<file path="src/rtl/exp_lut_ctrl.sv">
// exp_lut_ctrl: double-buffered loader for the exp interpolator curve table.
// Table words stream into a shadow bank; a complete table is copied into the
// active bank only on frame_start, so the datapath never sees a partial curve.
// Optional build macro: EXP_LUT_MONO_CHK_EN rejects loads whose curve is not
// non-increasing (entry k must be <= entry k-1).
module exp_lut_ctrl #(
    parameter int DW_Y    = 9,
    parameter int NUM     = 46,
    parameter int RST_VAL = 121
) (
    input  logic                  clk,
    input  logic                  rst_n,       // synchronous, active-high
    input  logic                  cfg_valid,
    output logic                  cfg_ready,
    input  logic [DW_Y-1:0]       cfg_data,
    input  logic                  cfg_last,
    input  logic                  frame_start,
    output logic [NUM*DW_Y-1:0]   lut_flat,
    output logic                  pending,
    output logic                  swap_done,
    output logic                  load_err,
    output logic [5:0]            wr_idx
);

    typedef enum logic [1:0] {IDLE, LOAD, PEND} state_t;

    localparam logic [DW_Y-1:0] RST_WORD = DW_Y'(RST_VAL);
    localparam logic [5:0]      LAST_IDX = 6'(NUM - 1);

    state_t            r_state;
    logic [5:0]        r_wr_idx;
    logic              r_ready;
    logic              r_pending;
    logic              r_swap_done;
    logic              r_load_err;
    logic [DW_Y-1:0]   r_shadow [NUM];
    logic [DW_Y-1:0]   r_active [NUM];

    state_t            w_state_nxt;
    logic [5:0]        w_wr_idx_nxt;
    logic              w_err_nxt;
    logic              w_swap_en;
    logic              w_beat;
    logic              w_mono_bad;

    assign w_beat = cfg_valid && r_ready;

`ifdef EXP_LUT_MONO_CHK_EN
    logic [DW_Y-1:0]   r_prev;
    logic              r_mono_flag;

    // A word larger than its predecessor poisons the rest of the current load.
    assign w_mono_bad = r_mono_flag || (cfg_data > r_prev);

    // Track the previous word and the sticky ordering-violation flag.
    always_ff @(posedge clk) begin
        if (rst_n) begin
            r_prev      <= '0;
            r_mono_flag <= 1'b0;
        end else begin
            if (w_beat) begin
                r_prev <= cfg_data;
            end
            if (w_state_nxt != LOAD) begin
                r_mono_flag <= 1'b0;
            end else if (w_beat && r_state == LOAD) begin
                r_mono_flag <= w_mono_bad;
            end
        end
    end
`else
    assign w_mono_bad = 1'b0;
`endif

    // Next-state logic: load sequencing, malformed-load detection, swap request.
    always_comb begin
        w_state_nxt  = r_state;
        w_wr_idx_nxt = r_wr_idx;
        w_err_nxt    = 1'b0;
        w_swap_en    = 1'b0;
        case (r_state)
            IDLE: begin
                if (w_beat) begin
                    if (NUM == 1) begin
                        // A one-entry table is complete after a single word.
                        w_wr_idx_nxt = 6'd0;
                        if (cfg_last) begin
                            w_state_nxt = PEND;
                        end else begin
                            w_err_nxt = 1'b1;
                        end
                    end else if (cfg_last) begin
                        w_err_nxt    = 1'b1;
                        w_wr_idx_nxt = 6'd0;
                    end else begin
                        w_state_nxt  = LOAD;
                        w_wr_idx_nxt = 6'd1;
                    end
                end
            end
            LOAD: begin
                if (w_beat) begin
                    if (r_wr_idx == LAST_IDX) begin
                        // Final slot: only a last-marked, well-ordered word completes the table.
                        w_wr_idx_nxt = 6'd0;
                        if (cfg_last && !w_mono_bad) begin
                            w_state_nxt = PEND;
                        end else begin
                            w_state_nxt = IDLE;
                            w_err_nxt   = 1'b1;
                        end
                    end else if (cfg_last) begin
                        w_state_nxt  = IDLE;
                        w_err_nxt    = 1'b1;
                        w_wr_idx_nxt = 6'd0;
                    end else begin
                        w_wr_idx_nxt = r_wr_idx + 6'd1;
                    end
                end
            end
            PEND: begin
                if (frame_start) begin
                    w_swap_en   = 1'b1;
                    w_state_nxt = IDLE;
                end
            end
            default: begin
                w_state_nxt  = IDLE;
                w_wr_idx_nxt = 6'd0;
            end
        endcase
    end

    // Control registers; all status outputs are registered copies of next-state decisions.
    always_ff @(posedge clk) begin
        if (rst_n) begin
            r_state     <= IDLE;
            r_wr_idx    <= 6'd0;
            r_ready     <= 1'b1;
            r_pending   <= 1'b0;
            r_swap_done <= 1'b0;
            r_load_err  <= 1'b0;
        end else begin
            r_state     <= w_state_nxt;
            r_wr_idx    <= w_wr_idx_nxt;
            r_ready     <= (w_state_nxt != PEND);
            r_pending   <= (w_state_nxt == PEND);
            r_swap_done <= w_swap_en;
            r_load_err  <= w_err_nxt;
        end
    end

    // Shadow bank: written one word per accepted beat at the current index.
    always_ff @(posedge clk) begin
        if (rst_n) begin
            for (int k = 0; k < NUM; k++) begin
                r_shadow[k] <= RST_WORD;
            end
        end else if (w_beat) begin
            r_shadow[r_wr_idx] <= cfg_data;
        end
    end

    // Active bank: whole-table copy from shadow in a single edge on swap.
    always_ff @(posedge clk) begin
        if (rst_n) begin
            for (int k = 0; k < NUM; k++) begin
                r_active[k] <= RST_WORD;
            end
        end else if (w_swap_en) begin
            r_active <= r_shadow;
        end
    end

    // Flatten the active bank onto the y1_k bus.
    always_comb begin
        lut_flat = '0;
        for (int k = 0; k < NUM; k++) begin
            lut_flat[k*DW_Y +: DW_Y] = r_active[k];
        end
    end

    assign cfg_ready = r_ready;
    assign pending   = r_pending;
    assign swap_done = r_swap_done;
    assign load_err  = r_load_err;
    assign wr_idx    = r_wr_idx;

endmodule

</file>
<file path="config.mk">
export PLATFORM = sky130hd
export DESIGN_NAME = exp_lut_ctrl
export DESIGN_NICKNAME = d
export VERILOG_FILES = /design/src/rtl/exp_lut_ctrl.sv
export SDC_FILE = /design/constraint.sdc
export NUM_CORES = 2
export LEC_CHECK = 0
export CORE_AREA = 2 2 264 266
export DETAILED_ROUTE_END_ITERATION = 10
export DIE_AREA = 0 0 266 268
export DONT_BUFFER_PORTS = 1
export GPL_TIMING_DRIVEN = 0
export PLACE_DENSITY_LB_ADDON = 0.05
export SLEW_MARGIN = 5
export SYNTH_ARGS = -nofsm -noshare
export SYNTH_HDL_FRONTEND = slang
export SYNTH_SLANG_ARGS = --single-unit
</file>
<file path="constraint.sdc">
create_clock -name clk -period 1.9 [get_ports clk]
set_clock_uncertainty 0.1 [all_clocks]
set_input_delay 0.285 -clock clk [delete_from_list [all_inputs] [get_ports clk]]
set_output_delay 0.285 -clock clk [all_outputs]
set_load 0.05 [all_outputs]
</file>
## After elaboration in Yosys (flattened, before gate mapping)

Cells that the tools add are included.

| storage, ports and cells | value |
|---|---|
| flip-flop bits (word level) | 840 |
| input port bits | 14 |
| word-level logic and storage cells | 139 |

| operators by class | value |
|---|---|
| $add $sub $neg | 1 |
| magnitude comparators | 2 |
| eq/ne operators | 7 |
| mux-type cells | 25 |
| bitwise gates (word level) | 2 |
| reductions and logical operators | 4 |

Operators with widths:

| cell | count |
|---|---|
| $bwmux W414 | 1 |
| $demux W9 S6 | 1 |
| $mux W6 | 4 |
| $pmux W6 S3 | 1 |
| $mux W2 | 7 |
| $mux W9 | 1 |
| $mux W1 | 8 |
| $ge A7 B7 Y1 const B | 1 |
| $lt A7 B1 Y1 const B | 1 |
| $not A6 Y7 | 1 |
| $add A6 B1 Y6 const B | 1 |
| $eq A6 B6 Y1 const B | 1 |
| $ne A2 B2 Y1 const B | 3 |
| $pmux W2 S3 | 1 |
| $eq A2 B2 Y1 const B | 2 |
| $reduce_and A3 Y1 | 1 |
| $eq A2 B1 Y1 const B | 1 |
| $logic_and A1 B1 Y1 | 2 |
| $logic_not A2 Y1 | 1 |
| $pmux W1 S2 | 1 |
| $not A1 Y1 | 1 |

## Logic depth before layout (Yosys ltp)

| depth | value |
|---|---|
| depth in word-level cells | 6 |
| mapped depth | 8 |

## Worst setup path before layout

No wires, ideal clock.

| timing path | value |
|---|---|
| path kind | register -> register |
| start point | register r_wr_idx[0], in the netlist wr_idx[0] |
| end point | register r_shadow[312] in the netlist's numbering |
| library setup time | 0.120 ns |
| data arrival time | 2.258 ns |
| required time | 1.680 ns |
| setup slack | -0.578 ns |
| stages on the path, launching flop included | 8 |
| period minus slack after synthesis | 2.478 ns |
| cell sequence | dfxtp_1 -> nand3_1 -> buf_2 -> buf_2 -> nor3_1 -> buf_4 -> nor2b_1 -> a211o_1 |

| on the way | value |
|---|---|
| word-level cells in the longest chain between the ends | 6 |
| elaborated cells between the ends (all ways) | 7 |
| classes of those cells | 2 x order compare; 3 x mux; 1 x bitwise; 1 x reduce/logical |

RTL lines:

| element | line | RTL |
|---|---|---|
| start, declared | 31 | `logic [5:0] r_wr_idx;` |
| start signal, assigned | 145 | `r_wr_idx <= w_wr_idx_nxt;` |
| $not A6 Y7 (implied by the code) * | 160 | `r_shadow[r_wr_idx] <= cfg_data;` |
| $ge A7 B7 Y1 (implied by the code) or $lt A7 B1 Y1 (tied branches) | 160 |  |
| $logic_and A1 B1 Y1 (implied by the code) | 160 |  |
| $mux W9 (implied by the code) | 160 |  |
| $demux W9 S6 * | 160 |  |
| $bwmux W414 * | 160 |  |
| end signal, assigned by index | 160 |  |
| end, declared | 36 | `logic [DW_Y-1:0] r_shadow [NUM];` |

Mark *: on every way between the ends. The rest lies on a longest branch, timed or not.
A chain may end at the register's enable or synchronous reset.

## Final worst setup path

| timing path | value |
|---|---|
| start point | register r_wr_idx[4], in the netlist wr_idx[4] |
| end point | register r_shadow[240] in the netlist's numbering |

The elaborated chain is that of the path after synthesis.

==> results.txt <==
Routed wire per std cell - 22.8 µm
number of antenna violations at the first check in global routing - 3
Synth Warn # - 0
floorplan die height - 268 µm
final worst hold slack - 0.0406 ns
critical path capture point type - flip-flop
clock-pin transition on the worst setup and hold timing paths - 0.06 ns
DP Cell Count - 4217
number of nets in the synthesized netlist - 3351
number of library cell types mapped by synthesis - 42
final core area utilization - 0.553
dominant cell by count in the synthesized netlist - dfxtp_1
final net count - 3618
maximum buffer depth of the clock tree - 3
violated checks - negative setup slack
input/output buffers - 0
sequential cell area fraction in the yosys report - 0.551
total power draw - 36000 µW
hold endpoint - lut_flat[395]
worst rel slew slack - 0.0852
reg2reg start - wr_idx[4]
cell area after synthesis - 0.0305 mm²
total wirelength of the detailed-routed design - 104 mm
slack of the worst reg-to-reg path - -0.38 ns
area growth from synthesis to final layout - 23.6%
clock latency on the worst-skew pair - 0.63 ns
post-route minimum period - 2.28 ns
floorplan die area - 0.0713 mm²
detailed-route via count - 24500
Tightest Hold Check Type - in2reg
htree depth - 3
core outline area - 0.0682 mm²
number of enable flip-flop cells after synthesis - 0
worst hold path stage count - 2
required time of the critical path - 2.31 ns
vias in the first global route - 23900
Crit Path Max Fanout - 8
starting utilization of the core area - 0.447
number of slew-limit violations in the final report - 0
1st-pass router iterations - 5
Vias/cell - 5.38
Most used DFF post-synth - dfxtp_1
Leak - 0.0151 µW
Synth area leader - dfxtp_1
cell at the root of the clock tree - clkbuf_16
result of the run - finished with violations
P per Cell Area - 953 mW/mm²
number of cell instances on the worst register-to-register path - 8
Chip Width - 266 µm
std cell rows - 96
launch point of the worst hold path - rst_n
Post-synth ARST share - 0
peak ir drop on the vdd network - 0.607 mV
non-filler cells, final - 4542
initial detailed-routing violation count - 1405
critical setup path kind - reg2reg
gate count of the mapped netlist - 3335
flip-flop and latch count after synthesis - 840
DRC violation count after routing - 0
ranking of synthesized cells by area - dfxtp_1, nand2_1, a211o_1
Tcrit/Tclk final - 1.20
endpoint of the worst register-to-register path - r_shadow[240]
Arr. time, crit path - 2.69 ns
total congestion overflow after global routing - 0
count of antenna-violating nets left after detailed routing - 0
CTS tree - yes
global-route wire length before repair - 149 mm
Sink Count - 840
final setup margin - -0.379 ns
number of ports placed on the die boundary - 438
Fmax achieved - 0.439 GHz
layout cell share with drive strength beyond 1 - 0.153
final count of hold timing violations - 0
max-capacitance violation count - 0
maximum number of pins on one net before global-route repair - 20
global-route usage over all layers - 0.280
slew of the pin with the lowest slew margin - 1.37 ns
GPL Wtd Cong - 0.839
HPWL reported at the end of detailed placement - 71.0 mm
final-report setup violation count - 416
CTS buffer count - 88
Setup crit start kind - flip-flop
average cell area after synthesis - 9.15 µm²
unrepaired setup endpoints after global routing - yes
most frequent cells after synthesis - dfxtp_1, nand2_1, nor2_1
area share of the largest cell type after synthesis - 0.551
[cells by family (layout without fill, tap and decap cells)]
group / Yosys count / count (layout) / synth area share
fa+ha+maj: 2 / 2 / 0.000820
mux: 184 / 184 / 0.0603
buf+inv: 314 / 638 / 0.0449
flops: 840 / 840 / 0.551
other cells: 0 / 1 / 0
compound gates: 432 / 432 / 0.101
simple gates: 1562 / 1562 / 0.242
xor+xnor: 1 / 1 / 0.000287
[how the worst max path moves through the flow]
stage / startpoint / end / slack [ns]
after floorplan: wr_idx[4] / r_shadow[324] / -0.28
final: wr_idx[4] / r_shadow[240] / -0.38
after detailed placement: r_state[1] / lut_flat[218] / -1.41
after CTS: wr_idx[4] / r_shadow[255] / -0.42
after global routing: wr_idx[4] / r_shadow[240] / -0.47
after global placement: r_state[0] / lut_flat[245] / -1.59
[worst max-delay path: stages, from the launching register on]
cell and delay (ns):
dfxtp_4 0.49, buf_6 0.15, or3b_1 0.35, buf_6 0.15, buf_4 0.17, nor3_4 0.22
buf_6 0.19, nor2b_1 0.06, a211o_1 0.27
[area by class of cell]
cell class	count	area [µm²]
diodes	1	2.50
plain buffers	291	1990
clock buffers	131	2650
clock inverters	16	220
fillers	6221	30500
inverters	8	30.0
multi-input cells	2181	12900
flip-flops and latches	840	16800
well taps	882	1100
repair buffers	192	2000
[power breakdown]
group | switching (µW) | leakage [µW] | total, µW | internal, µW
Clock | 6970 | 0.00142 | 17200 | 10200
Combinational | 796 | 0.00691 | 1090 | 291
Sequential | 36.6 | 0.00679 | 17700 | 17600
[sequential cells by signal, indices dropped and copies added, names as in the netlist]
register / cells
cfg_ready: 1
load_err: 1
lut_flat: 414
pending: 1
r_shadow: 414
r_state: 2
swap_done: 1
wr_idx: 6
[routing by layer]
layer,up-vias,routed length (µm),global-route usage
li1,11600,-,-
met4,0,3630,0.102
met1,11900,42200,0.337
met3,167,8630,0.0849
met5,-,0,0
met2,743,49200,0.475
[through the flow]
stage                     instance area (µm²)  setup TNS (ns)  setup WS (ns)
after detailed placement                32000         -671.36          -1.41
after global placement                  32000         -675.71          -1.59
after CTS                               36800          -98.89         -0.425
final                                   37700          -87.63         -0.379
after global routing                    37700         -118.94         -0.466
after floorplan                         30900          -37.99         -0.280
[cells in the final DEF, fill, tap and decap left out, types with 4 or more instances in the layout]
cell / Yosys / final
nand2_1: 833 / 833
dfxtp_1: 840 / 831
nor2_1: 252 / 250
nand3b_1: 234 / 234
a211o_1: 230 / 230
a21oi_1: 185 / 185
mux2i_1: 184 / 181
nor2b_1: 171 / 149
clkbuf_1: 219 / 143
buf_4: 20 / 106
buf_6: 10 / 100
clkbuf_16: 0 / 99
clkbuf_2: 0 / 42
nor3_4: 0 / 34
clkbuf_8: 0 / 24
buf_12: 0 / 21
buf_1: 24 / 20
clkbuf_4: 0 / 19
buf_2: 33 / 17
nor2b_2: 0 / 13
or4_4: 0 / 12
buf_8: 0 / 10
buf_16: 0 / 9
nor2b_4: 0 / 9
clkinv_2: 0 / 9
inv_1: 8 / 8
dfxtp_4: 0 / 7
o21ai_0: 5 / 5
bufinv_16: 0 / 5
dlygate4sd3_1: 0 / 4
[timing repair]
action | 4_1_cts | 5_1_grt
cloned | 14 | 10
pin swaps | 56 | 149
gates resized for setup | 233 | 217
buffers inserted | 101 | 69
hold buffers | 4 | 0
endpoints found under the hold margin | 7 | 0
endpoints found under the setup margin | 835 | 830
Note: power is estimated with default switching activity, not from simulation.
